## src/rtl/fsm_pkg.sv

```systemverilog
// fsm_pkg: shared state encoding, illegal-state recovery and idle line level for the board FSMs
package fsm_pkg;
  typedef enum logic [1:0] {IDLE = 2'd0, ARMED = 2'd1, SEND = 2'd2} state_e;
  localparam logic IDLE_LEVEL_DEF = 1'b1;
  function automatic state_e legal_state(input state_e s);
    return (s == ARMED || s == SEND) ? s : IDLE;
  endfunction
endpackage

```

## src/rtl/pattern_generator_if.sv

```systemverilog
// pattern_generator_if: control inputs and serial outputs of the pattern generator
interface pattern_generator_if #(
  parameter int WIDTH = 8,
  parameter int LEN_W = $clog2(WIDTH + 1)
);
  logic             enable_i;
  logic             start_i;
  logic             stop_i;
  logic             repeat_i;
  logic [WIDTH-1:0] pattern_i;
  logic [LEN_W-1:0] length_i;
  logic             a_o;
  logic             valid_o;
  logic             busy_o;
  logic             done_o;
  modport master (
    output enable_i, start_i, stop_i, repeat_i, pattern_i, length_i,
    input  a_o, valid_o, busy_o, done_o
  );
  modport slave (
    input  enable_i, start_i, stop_i, repeat_i, pattern_i, length_i,
    output a_o, valid_o, busy_o, done_o
  );
endinterface

```

## src/rtl/pattern_gen_shifter.sv

```systemverilog
// pattern_gen_shifter: shadow/shift registers and bit counter with a last-bit flag
module pattern_gen_shifter #(
  parameter int WIDTH = 8,
  parameter int LEN_W = $clog2(WIDTH + 1)
) (
  input  logic             clock,
  input  logic             reset_n,
  input  logic             load_i,
  input  logic             adv_i,
  input  logic             reload_i,
  input  logic [WIDTH-1:0] pattern_i,
  input  logic [LEN_W-1:0] len_i,
  output logic             bit_o,
  output logic             last_o
);
  logic [WIDTH-1:0] shadow_q, shift_q;
  logic [LEN_W-1:0] cnt_q, len_q;
  always_ff @(posedge clock or negedge reset_n) begin
    if (!reset_n) begin
      shadow_q <= '0;
      shift_q  <= '0;
      cnt_q    <= '0;
      len_q    <= '0;
    end else if (load_i) begin
      shadow_q <= pattern_i;
      shift_q  <= pattern_i;
      cnt_q    <= '0;
      len_q    <= len_i;
    end else if (reload_i) begin
      shift_q <= shadow_q >> 1;
      cnt_q   <= LEN_W'(1);
    end else if (adv_i) begin
      shift_q <= shift_q >> 1;
      cnt_q   <= cnt_q + LEN_W'(1);
    end
  end
  assign last_o = cnt_q == len_q;
  // at the end of a pass the next bit comes from the shadow copy (repeat wrap)
  assign bit_o  = last_o ? shadow_q[0] : shift_q[0];
endmodule

```

## src/rtl/pattern_generator.sv

```systemverilog
// pattern_generator: loads a parallel pattern on start and sends it LSB-first, one bit per enable strobe
module pattern_generator
  import fsm_pkg::*;
#(
  parameter int   WIDTH      = 8,
  parameter int   LEN_W      = $clog2(WIDTH + 1),
  parameter logic IDLE_LEVEL = IDLE_LEVEL_DEF
) (
  input logic                 clock,
  input logic                 reset_n,
  pattern_generator_if.slave  pg
);
  localparam logic [LEN_W-1:0] WMAX = LEN_W'(WIDTH);
  state_e           state_q, state_d;
  logic             a_q, a_d, valid_q, valid_d, done_q, done_d, rep_q, rep_d;
  logic             load, adv, reload, next_bit, last;
  logic [LEN_W-1:0] len_eff;
  assign len_eff = (pg.length_i == '0 || pg.length_i > WMAX) ? WMAX : pg.length_i;
  pattern_gen_shifter #(.WIDTH(WIDTH), .LEN_W(LEN_W)) u_shifter (
    .clock     (clock),
    .reset_n   (reset_n),
    .load_i    (load),
    .adv_i     (adv),
    .reload_i  (reload),
    .pattern_i (pg.pattern_i),
    .len_i     (len_eff),
    .bit_o     (next_bit),
    .last_o    (last)
  );
  always_comb begin
    state_d = state_q;
    a_d     = a_q;
    valid_d = valid_q;
    done_d  = 1'b0;
    rep_d   = rep_q;
    load    = 1'b0;
    adv     = 1'b0;
    reload  = 1'b0;
    case (legal_state(state_q))
      ARMED, SEND: begin
        // stop outranks enable in both active states
        if (pg.stop_i) begin
          state_d = IDLE;
          a_d     = IDLE_LEVEL;
          valid_d = 1'b0;
        end else if (pg.enable_i) begin
          if (state_q == ARMED || !last) begin
            a_d     = next_bit;
            valid_d = 1'b1;
            adv     = 1'b1;
            state_d = SEND;
          end else if (rep_q) begin
            a_d    = next_bit;
            reload = 1'b1;
          end else begin
            a_d     = IDLE_LEVEL;
            valid_d = 1'b0;
            done_d  = 1'b1;
            state_d = IDLE;
          end
        end
      end
      default: begin
        state_d = IDLE;
        a_d     = IDLE_LEVEL;
        valid_d = 1'b0;
        if (pg.start_i && !pg.stop_i) begin
          load    = 1'b1;
          rep_d   = pg.repeat_i;
          state_d = ARMED;
        end
      end
    endcase
  end
  always_ff @(posedge clock or negedge reset_n) begin
    if (!reset_n) begin
      state_q <= IDLE;
      a_q     <= IDLE_LEVEL;
      valid_q <= 1'b0;
      done_q  <= 1'b0;
      rep_q   <= 1'b0;
    end else begin
      state_q <= state_d;
      a_q     <= a_d;
      valid_q <= valid_d;
      done_q  <= done_d;
      rep_q   <= rep_d;
    end
  end
  assign pg.a_o     = a_q;
  assign pg.valid_o = valid_q;
  assign pg.done_o  = done_q;
  assign pg.busy_o  = state_q != IDLE;
endmodule
```

## src/flat_wrapper.sv

```systemverilog
// flat-port wrapper written by rule: the top's interface ports become plain ports
module pattern_generator_flat import fsm_pkg::*;
#(
  parameter int   WIDTH      = 8,
  parameter int   LEN_W      = $clog2(WIDTH + 1),
  parameter logic IDLE_LEVEL = IDLE_LEVEL_DEF
)
  (clock, reset_n, pg_enable_i, pg_start_i, pg_stop_i, pg_repeat_i, pg_pattern_i, pg_length_i, pg_a_o, pg_valid_o, pg_busy_o, pg_done_o);
  pattern_generator_if #(.WIDTH(WIDTH), .LEN_W(LEN_W)) pg_i ();
  input logic clock;
  input logic reset_n;
  input wire logic [$bits(pg_i.enable_i)-1:0] pg_enable_i;
  input wire logic [$bits(pg_i.start_i)-1:0] pg_start_i;
  input wire logic [$bits(pg_i.stop_i)-1:0] pg_stop_i;
  input wire logic [$bits(pg_i.repeat_i)-1:0] pg_repeat_i;
  input wire logic [$bits(pg_i.pattern_i)-1:0] pg_pattern_i;
  input wire logic [$bits(pg_i.length_i)-1:0] pg_length_i;
  output wire logic [$bits(pg_i.a_o)-1:0] pg_a_o;
  output wire logic [$bits(pg_i.valid_o)-1:0] pg_valid_o;
  output wire logic [$bits(pg_i.busy_o)-1:0] pg_busy_o;
  output wire logic [$bits(pg_i.done_o)-1:0] pg_done_o;
  assign pg_i.enable_i = pg_enable_i;
  assign pg_i.start_i = pg_start_i;
  assign pg_i.stop_i = pg_stop_i;
  assign pg_i.repeat_i = pg_repeat_i;
  assign pg_i.pattern_i = pg_pattern_i;
  assign pg_i.length_i = pg_length_i;
  assign pg_a_o = pg_i.a_o;
  assign pg_valid_o = pg_i.valid_o;
  assign pg_busy_o = pg_i.busy_o;
  assign pg_done_o = pg_i.done_o;
  pattern_generator #(.WIDTH(WIDTH), .LEN_W(LEN_W), .IDLE_LEVEL(IDLE_LEVEL)) u_core (.clock(clock), .reset_n(reset_n), .pg(pg_i));
endmodule
```

## config.mk

```make
export PLATFORM = sky130hd
export DESIGN_NAME = pattern_generator_flat
export DESIGN_NICKNAME = d
export VERILOG_FILES = /design/src/rtl/fsm_pkg.sv /design/src/rtl/pattern_generator_if.sv /design/src/rtl/pattern_gen_shifter.sv /design/src/rtl/pattern_generator.sv /design/src/flat_wrapper.sv
export SDC_FILE = /design/constraint.sdc
export NUM_CORES = 1
export LEC_CHECK = 0
export BUFFER_PORTS_ARGS = -buffer_cell sky130_fd_sc_hd__buf_4
export CAP_MARGIN = 20
export CORE_MARGIN = 2
export CORE_UTILIZATION = 50
export DETAILED_ROUTE_END_ITERATION = 6
export PLACE_DENSITY = 0.78
export SLEW_MARGIN = 25
export SYNTH_ARGS = -nofsm -noshare
export SYNTH_HDL_FRONTEND = slang
export SYNTH_HIERARCHICAL = 1
export SYNTH_SLANG_ARGS = --single-unit
export TNS_END_PERCENT = 20
```

## constraint.sdc

```tcl
create_clock -name clock -period 5.2 [get_ports clock]
set_clock_uncertainty 0.2 [all_clocks]
set_input_delay 0.26 -clock clock [delete_from_list [all_inputs] [get_ports clock]]
set_output_delay 0.26 -clock clock [all_outputs]
set_load 0.02 [all_outputs]
```

* Yosys cells after proc, flatten, opt, wreduce, memory -nomap -nowiden
Index checks and enable logic that the tools add are counted.
Word-level totals: bits in registers 30, output and inout bits 4, word-level logic and storage cells 72
Cells by class: $add $sub $neg 1, magnitude comparators 1, eq/ne operators 7, multiplexer cells 41, bitwise logic cells 1, reduce and logical (&&, ||, !) cells 12
Operator list (count):
- 2-to-1 mux 1 bit | 28
- 2-to-1 mux 8 bit | 3
- 2-to-1 mux 4 bit | 4
- 2-to-1 mux 2 bit | 6
- adder 4 x 1 -> 4 bit (second input constant) | 1
- equality test 2 x 1 -> 1 bit (second input constant) | 2
- equality test 2 bit (second input constant) | 2
- equality test 4 bit | 1
- > comparator 4 bit (second input constant) | 1
- logical NOT 4 bit | 1
- inequality test 4 bit (second input constant) | 1
- AND reduction 2 bit | 2
- logical OR 1 bit | 3
- inequality test 3 bit (second input constant) | 1
- nonzero test 3 bit | 1
- logical NOT 1 bit | 2
- nonzero test 2 bit | 1
- OR reduction 2 bit | 1
- logical AND 1 bit | 1
- inverter 1 bit | 1

* Logic depth before layout (Yosys ltp)
depth after elaboration 10, depth in mapped cells 10, depth with buffers taken out 8

* Modules after synthesis
Netlist, hierarchy kept.
Modules (own cells, without submodules):
- pattern_gen_shifter | area each 1092.3 um2, cells an instance 108, instances 1, sequential area each 600.6 um2
- pattern_generator | area each 315.3 um2, cells an instance 31, instances 1, sequential area each 126.4 um2

* Worst setup path after synthesis
OpenSTA, ideal clock, no wires.
path kind flip-flop to flip-flop, start point register u_core.state_q[1], end point register u_core.u_shifter.shift_q[5], path slack 2.894 ns, data arrival time 1.985 ns, data required time 4.879 ns, path buffers 2, cell stages (with the launch flop) 11, period minus slack after synthesis 2.306 ns, path through dfrtp_1 inv_1 ha_1 and2b_2 nand2_1 nor2_1 buf_2 or3_1 buf_2 nor2_1 a21oi_1
Between the ends: cells in the longest elaborated chain, start to end 8, elaborated cells between the ends (all ways) 20, those cells by class eq/ne (4); mux (12); reduce/logical (4)
RTL lines:
- from (decl) | RTL line pattern_generator.sv:14 | state_e state_q, state_d;
- from (signal assigned) | RTL line pattern_generator.sv:83 | state_q <= state_d;
- equality test 2 x 1 -> 1 bit or equality test 2 bit (tied branches) | RTL line fsm_pkg.sv:6, pattern_generator.sv:47
- logical OR 1 bit (on tied branches) | RTL line fsm_pkg.sv:6, pattern_generator.sv:47
- 2-to-1 mux 2 bit or 2-to-1 mux 1 bit (tied branches) | RTL line fsm_pkg.sv:6, pattern_generator.sv:47
- equality test 2 x 1 -> 1 bit, or another cell as far along | RTL line pattern_generator.sv:39 | case (legal_state(state_q))
- OR reduction 2 bit or 2-to-1 mux 1 bit (tied branches) | RTL line pattern_generator.sv:39, pattern_generator.sv:42
- 2-to-1 mux 1 bit * | RTL line pattern_generator.sv:39
- via u_core.reload | RTL line pattern_generator.sv:16 | logic load, adv, reload, next_bit, last;
- 2-to-1 mux 8 bit | RTL line pattern_gen_shifter.sv:29 | end else if (reload_i) begin
- 2-to-1 mux 8 bit | RTL line pattern_gen_shifter.sv:24 | end else if (load_i) begin
- to (signal assigned) | RTL line pattern_gen_shifter.sv:26 | shift_q <= pattern_i;
- to (signal assigned) | RTL line pattern_gen_shifter.sv:30 | shift_q <= shadow_q >> 1;
- to (signal assigned) | RTL line pattern_gen_shifter.sv:33 | shift_q <= shift_q >> 1;
- to (decl) | RTL line pattern_gen_shifter.sv:16 | logic [WIDTH-1:0] shadow_q, shift_q;
The timed path passes the listed nets; every way through them passes the cells marked *. A chain may end at the register's enable or synchronous reset.

* Worst setup path after layout
start point register u_core.u_shifter.cnt_q[0], end point register u_core.u_shifter.shift_q[3]
Between the ends: cells in the longest elaborated chain, start to end 9, elaborated cells between the ends (all ways) 14, those cells by class eq/ne (1); mux (10); reduce/logical (3)
RTL lines:
- from (decl) | RTL line pattern_gen_shifter.sv:17 | logic [LEN_W-1:0] cnt_q, len_q;
- from (signal assigned) | RTL line pattern_gen_shifter.sv:34 | cnt_q <= cnt_q + LEN_W'(1);
- equality test 4 bit * | RTL line pattern_gen_shifter.sv:37 | assign last_o = cnt_q == len_q;
- via u_core.last | RTL line pattern_generator.sv:16
- logical NOT 1 bit * | RTL line pattern_generator.sv:47 | if (state_q == ARMED || !last) begin
- logical OR 1 bit * | RTL line pattern_generator.sv:47
- 2-to-1 mux 1 bit * | RTL line pattern_generator.sv:47
- 2-to-1 mux 1 bit * | RTL line pattern_generator.sv:46 | end else if (pg.enable_i) begin
- 2-to-1 mux 1 bit * | RTL line pattern_generator.sv:42 | if (pg.stop_i) begin
- 2-to-1 mux 1 bit * | RTL line pattern_generator.sv:39
- via u_core.reload | RTL line pattern_generator.sv:16
- 2-to-1 mux 8 bit | RTL line pattern_gen_shifter.sv:29
- 2-to-1 mux 8 bit | RTL line pattern_gen_shifter.sv:24
Marks and branches as above.

==> summary.md <==
| Metric | Value |
|---|---|
| Status | finished, final reports clean |
| Leakage | around 0.00084 uW |
| Sequential share of power | 47.7% |
| Tot GR Track Use | around 18% |
| Worst skew pair latency | 0.32 ns |
| CP arrival | 2.68 ns |
| Final design utilization | 65.1% |
| 1st-iter DRT viols | 26 |
| Post-CTS Setup Inserts | 0 |
| Switching share of power | 27.5% |
| Detailed-route via count | 1079 |
| Combinational share of power | 22.1% |
| Net Switching | 171 uW |
| Fmax | 0.381 GHz |
| Die area | 0.00326 mm2 |
| Largest net degree at the start of global routing | 35 |
| Root Buffer Master | clkbuf_4 |
| Startpoint Class | flip-flop |
| Starting Density | 51.9% |
| Area growth, synth to finish | 25.4% |
| Number of buffers created by CTS | 5 |
| Most frequent cells in the layout | 28 x dfrtp_1, 22 x buf_4, 16 x nor2_1 |
| WL/cell | roughly 12 um |
| Final max-slew violation count | 0 |
| MaxCap Viol Count | 0 |
| Flop2flop setup slack | 2.57 ns |
| Ant diodes | 0 |
| I/O Buffers | 21 |
| Crit path capture type | flip-flop |
| Pwr dens | about 350 mW/mm2 |
| Worst hold slack | 0.0680 ns |
| Yosys warns | 6 |
| Antenna Nets Post-Route | 0 |
| Hold Crit Class | in -> reg |
| Worst Path Required | 5.25 ns |
| Final Critical Period | around 2.6 ns |
| Antenna violations before repair | 0 |
| Syn_nets | 160 |
| Rel. slew slack | 53.1% |
| Commonest non-fill, non-tap cell in the layout | dfrtp_1 |
| CTS tree | built |
| RD Place Congestion | 0.775 |
| Final Hold Fails | 0 |
| Filler Cells Inserted | 242 |
| Drt via density | 5.32 |
| Final setup violation count | 0 |
| Nets | approximately 190 |
| Total Wirelength | 2.53 mm |
| Worst-Margin Slew | approximately 0.70 ns |
| Maximum clock path buffer count | 2 |
| Max IR drop VDD | 0.000254 V |
| I/O Pins | 22 |
| First-pass GRT wire length | 4.62 mm |
| Clock sinks | 29 |
| #FFs+latches synth | 29 |
| H-tree level count | 2 |
| Setup Crit Path Kind | reg -> reg |
| Die width | around 57 um |
| DPL Wire Length | 1.74 mm |
| Crit Path Max Fanout | 19 |
| # rows | 19 |
| Chip Height | 57.1 um |
| Tcrit/Tclk final | 50.5% |
| Syn avg cell area | 10.1 um2 |
| Overflow left after global routing | 0 |
| # DRC | 0 |
| Netlist cell types | 31 |
| Sequential area share after synthesis | 51.6% |
| Setup TNS | 0 ns |
| Post-synthesis cell area | 0.00141 mm2 |
| Clk network pwr share | 30.2% |
| Post-Synthesis Cells | 139 |
| Number of global-route vias before repair | 1108 |
| RSZ-0062 raised after global routing | false |
| Share of cells above drive strength 1 | 22.1% |
| Core ar. | about 0.0027 mm2 |
| Detailed Routing Iterations Pass 1 | 4 |
| Int Pwr | 452 uW |
| Clock Pin Slew Worst Setup and Hold Paths | 0.09 ns |
## power by group through the flow
stage,Sequential (uW),Clock [uW],Combinational [uW]
after detailed placement,302,0,133
final,297,188,138
after floorplan,296,0,96.4
after global placement,301,0,125
after global routing,303,206,156
after CTS,298,195,140
## layer usage
layer / vias up / wire length [um] / global-route usage, %
li1: 535 / - / -
met4: 0 / 14 / 6.64
met2: 18 / 1260 / 28.7
met1: 524 / 1140 / 22.6
met5: - / 0 / 0
met3: 2 / 124 / 8.39
## worst paths after layout
kind,startpoint,end,depth (start not counted)
max,u_core/u_shifter/cnt_q[0],u_core/u_shifter/shift_q[3],7
min,pg_length_i[3],u_core/u_shifter/len_q[3],3
max reg2reg,u_core/u_shifter/cnt_q[0],u_core/u_shifter/shift_q[3],7
min reg2reg,u_core/rep_q,u_core/pg.done_o,1
max in group asynchronous,reset_n,u_core/pg.a_o,2
min in group asynchronous,reset_n,u_core/u_shifter/shadow_q[1],2
## state kept, by name (all words and copies together), names as in the netlist
register,count
u_core/pg.a_o,1
u_core/pg.done_o,1
u_core/rep_q,1
u_core/state_q,2
u_core/u_shifter/cnt_q,4
u_core/u_shifter/len_q,4
u_core/u_shifter/shadow_q,8
u_core/u_shifter/shift_q,8
## what timing repair did
action                    CTS  global route
gates resized for setup     0             0
hold endpoints to repair   46             0
hold buffers               10             0
## synth_stat cells
library cell,number,area share [%]
nor2b_1,4,1.8
and2b_2,1,0.62
and3_2,1,0.53
buf_2,6,2.1
o211ai_1,1,0.53
nand2b_1,2,0.89
nor2_1,17,4.5
o21ai_1,6,2.1
nand3b_1,1,0.53
mux2_1,5,4.0
or3_1,1,0.44
nor3b_4,1,1.3
nand2_1,11,2.9
clkbuf_1,1,0.27
nor4_2,1,0.89
dfrtp_1,28,50
ha_1,3,2.7
dfstp_2,1,1.9
nand4_1,1,0.44
clkinv_1,4,1.1
inv_1,8,2.1
mux2_2,1,0.80
nor3_1,5,1.8
a31o_2,1,0.62
xor2_1,7,4.4
o21ai_0,3,1.1
a21oi_1,7,2.5
a221o_1,7,5.0
a22oi_1,1,0.53
or2_2,1,0.44
mux2i_1,2,1.4
## layout make-up
cell class | count | area [um2] | share of cell area, %
flip-flops and latches | 29 | 727 | 41.2
multi-input cells | 91 | 604 | 34.2
repair buffers | 32 | 265 | 15.0
clock buffers | 7 | 55.1 | 3.12
inverters | 12 | 45.0 | 2.55
well taps | 31 | 38.8 | 2.20
clock inverters | 1 | 30.0 | 1.70
## worst max-delay path: stages (launching register included)
cell and delay, ns:
dfrtp_1 0.43, xor2_1 0.19, nor4_2 0.38, nand3b_1 0.17
nor2_2 0.57, nor2_1 0.12, a221o_1 0.35, a21oi_1 0.15
## stage by stage
| step | instances | total power [uW] | area [um2] | worst slack [ns] |
|---|---|---|---|---|
| final | 203 | 623 | 1770 | 2.57 |
| after global routing | 203 | 665 | 1770 | 2.37 |
| after CTS | 203 | 632 | 1760 | 2.29 |
| after detailed placement | 185 | 435 | 1580 | 2.33 |
| after global placement | 185 | 427 | 1580 | 2.48 |
| after floorplan | 139 | 393 | 1410 | 2.89 |
## kinds of logic (layout without fill, tap and decap cells)
family,count (synthesis),count (layout),share of synthesized area (%)
buffers and inverters,19,52,5.60
flip-flops,29,29,51.6
AO/OA/AOI/OAI,26,26,12.4
AND/OR/NAND/NOR,47,47,17.2
XOR/XNOR,7,7,4.36
adder cells (fa/ha/maj),3,3,2.67
multiplexers,8,8,6.22
Note: power is estimated with default switching activity, not from simulation.
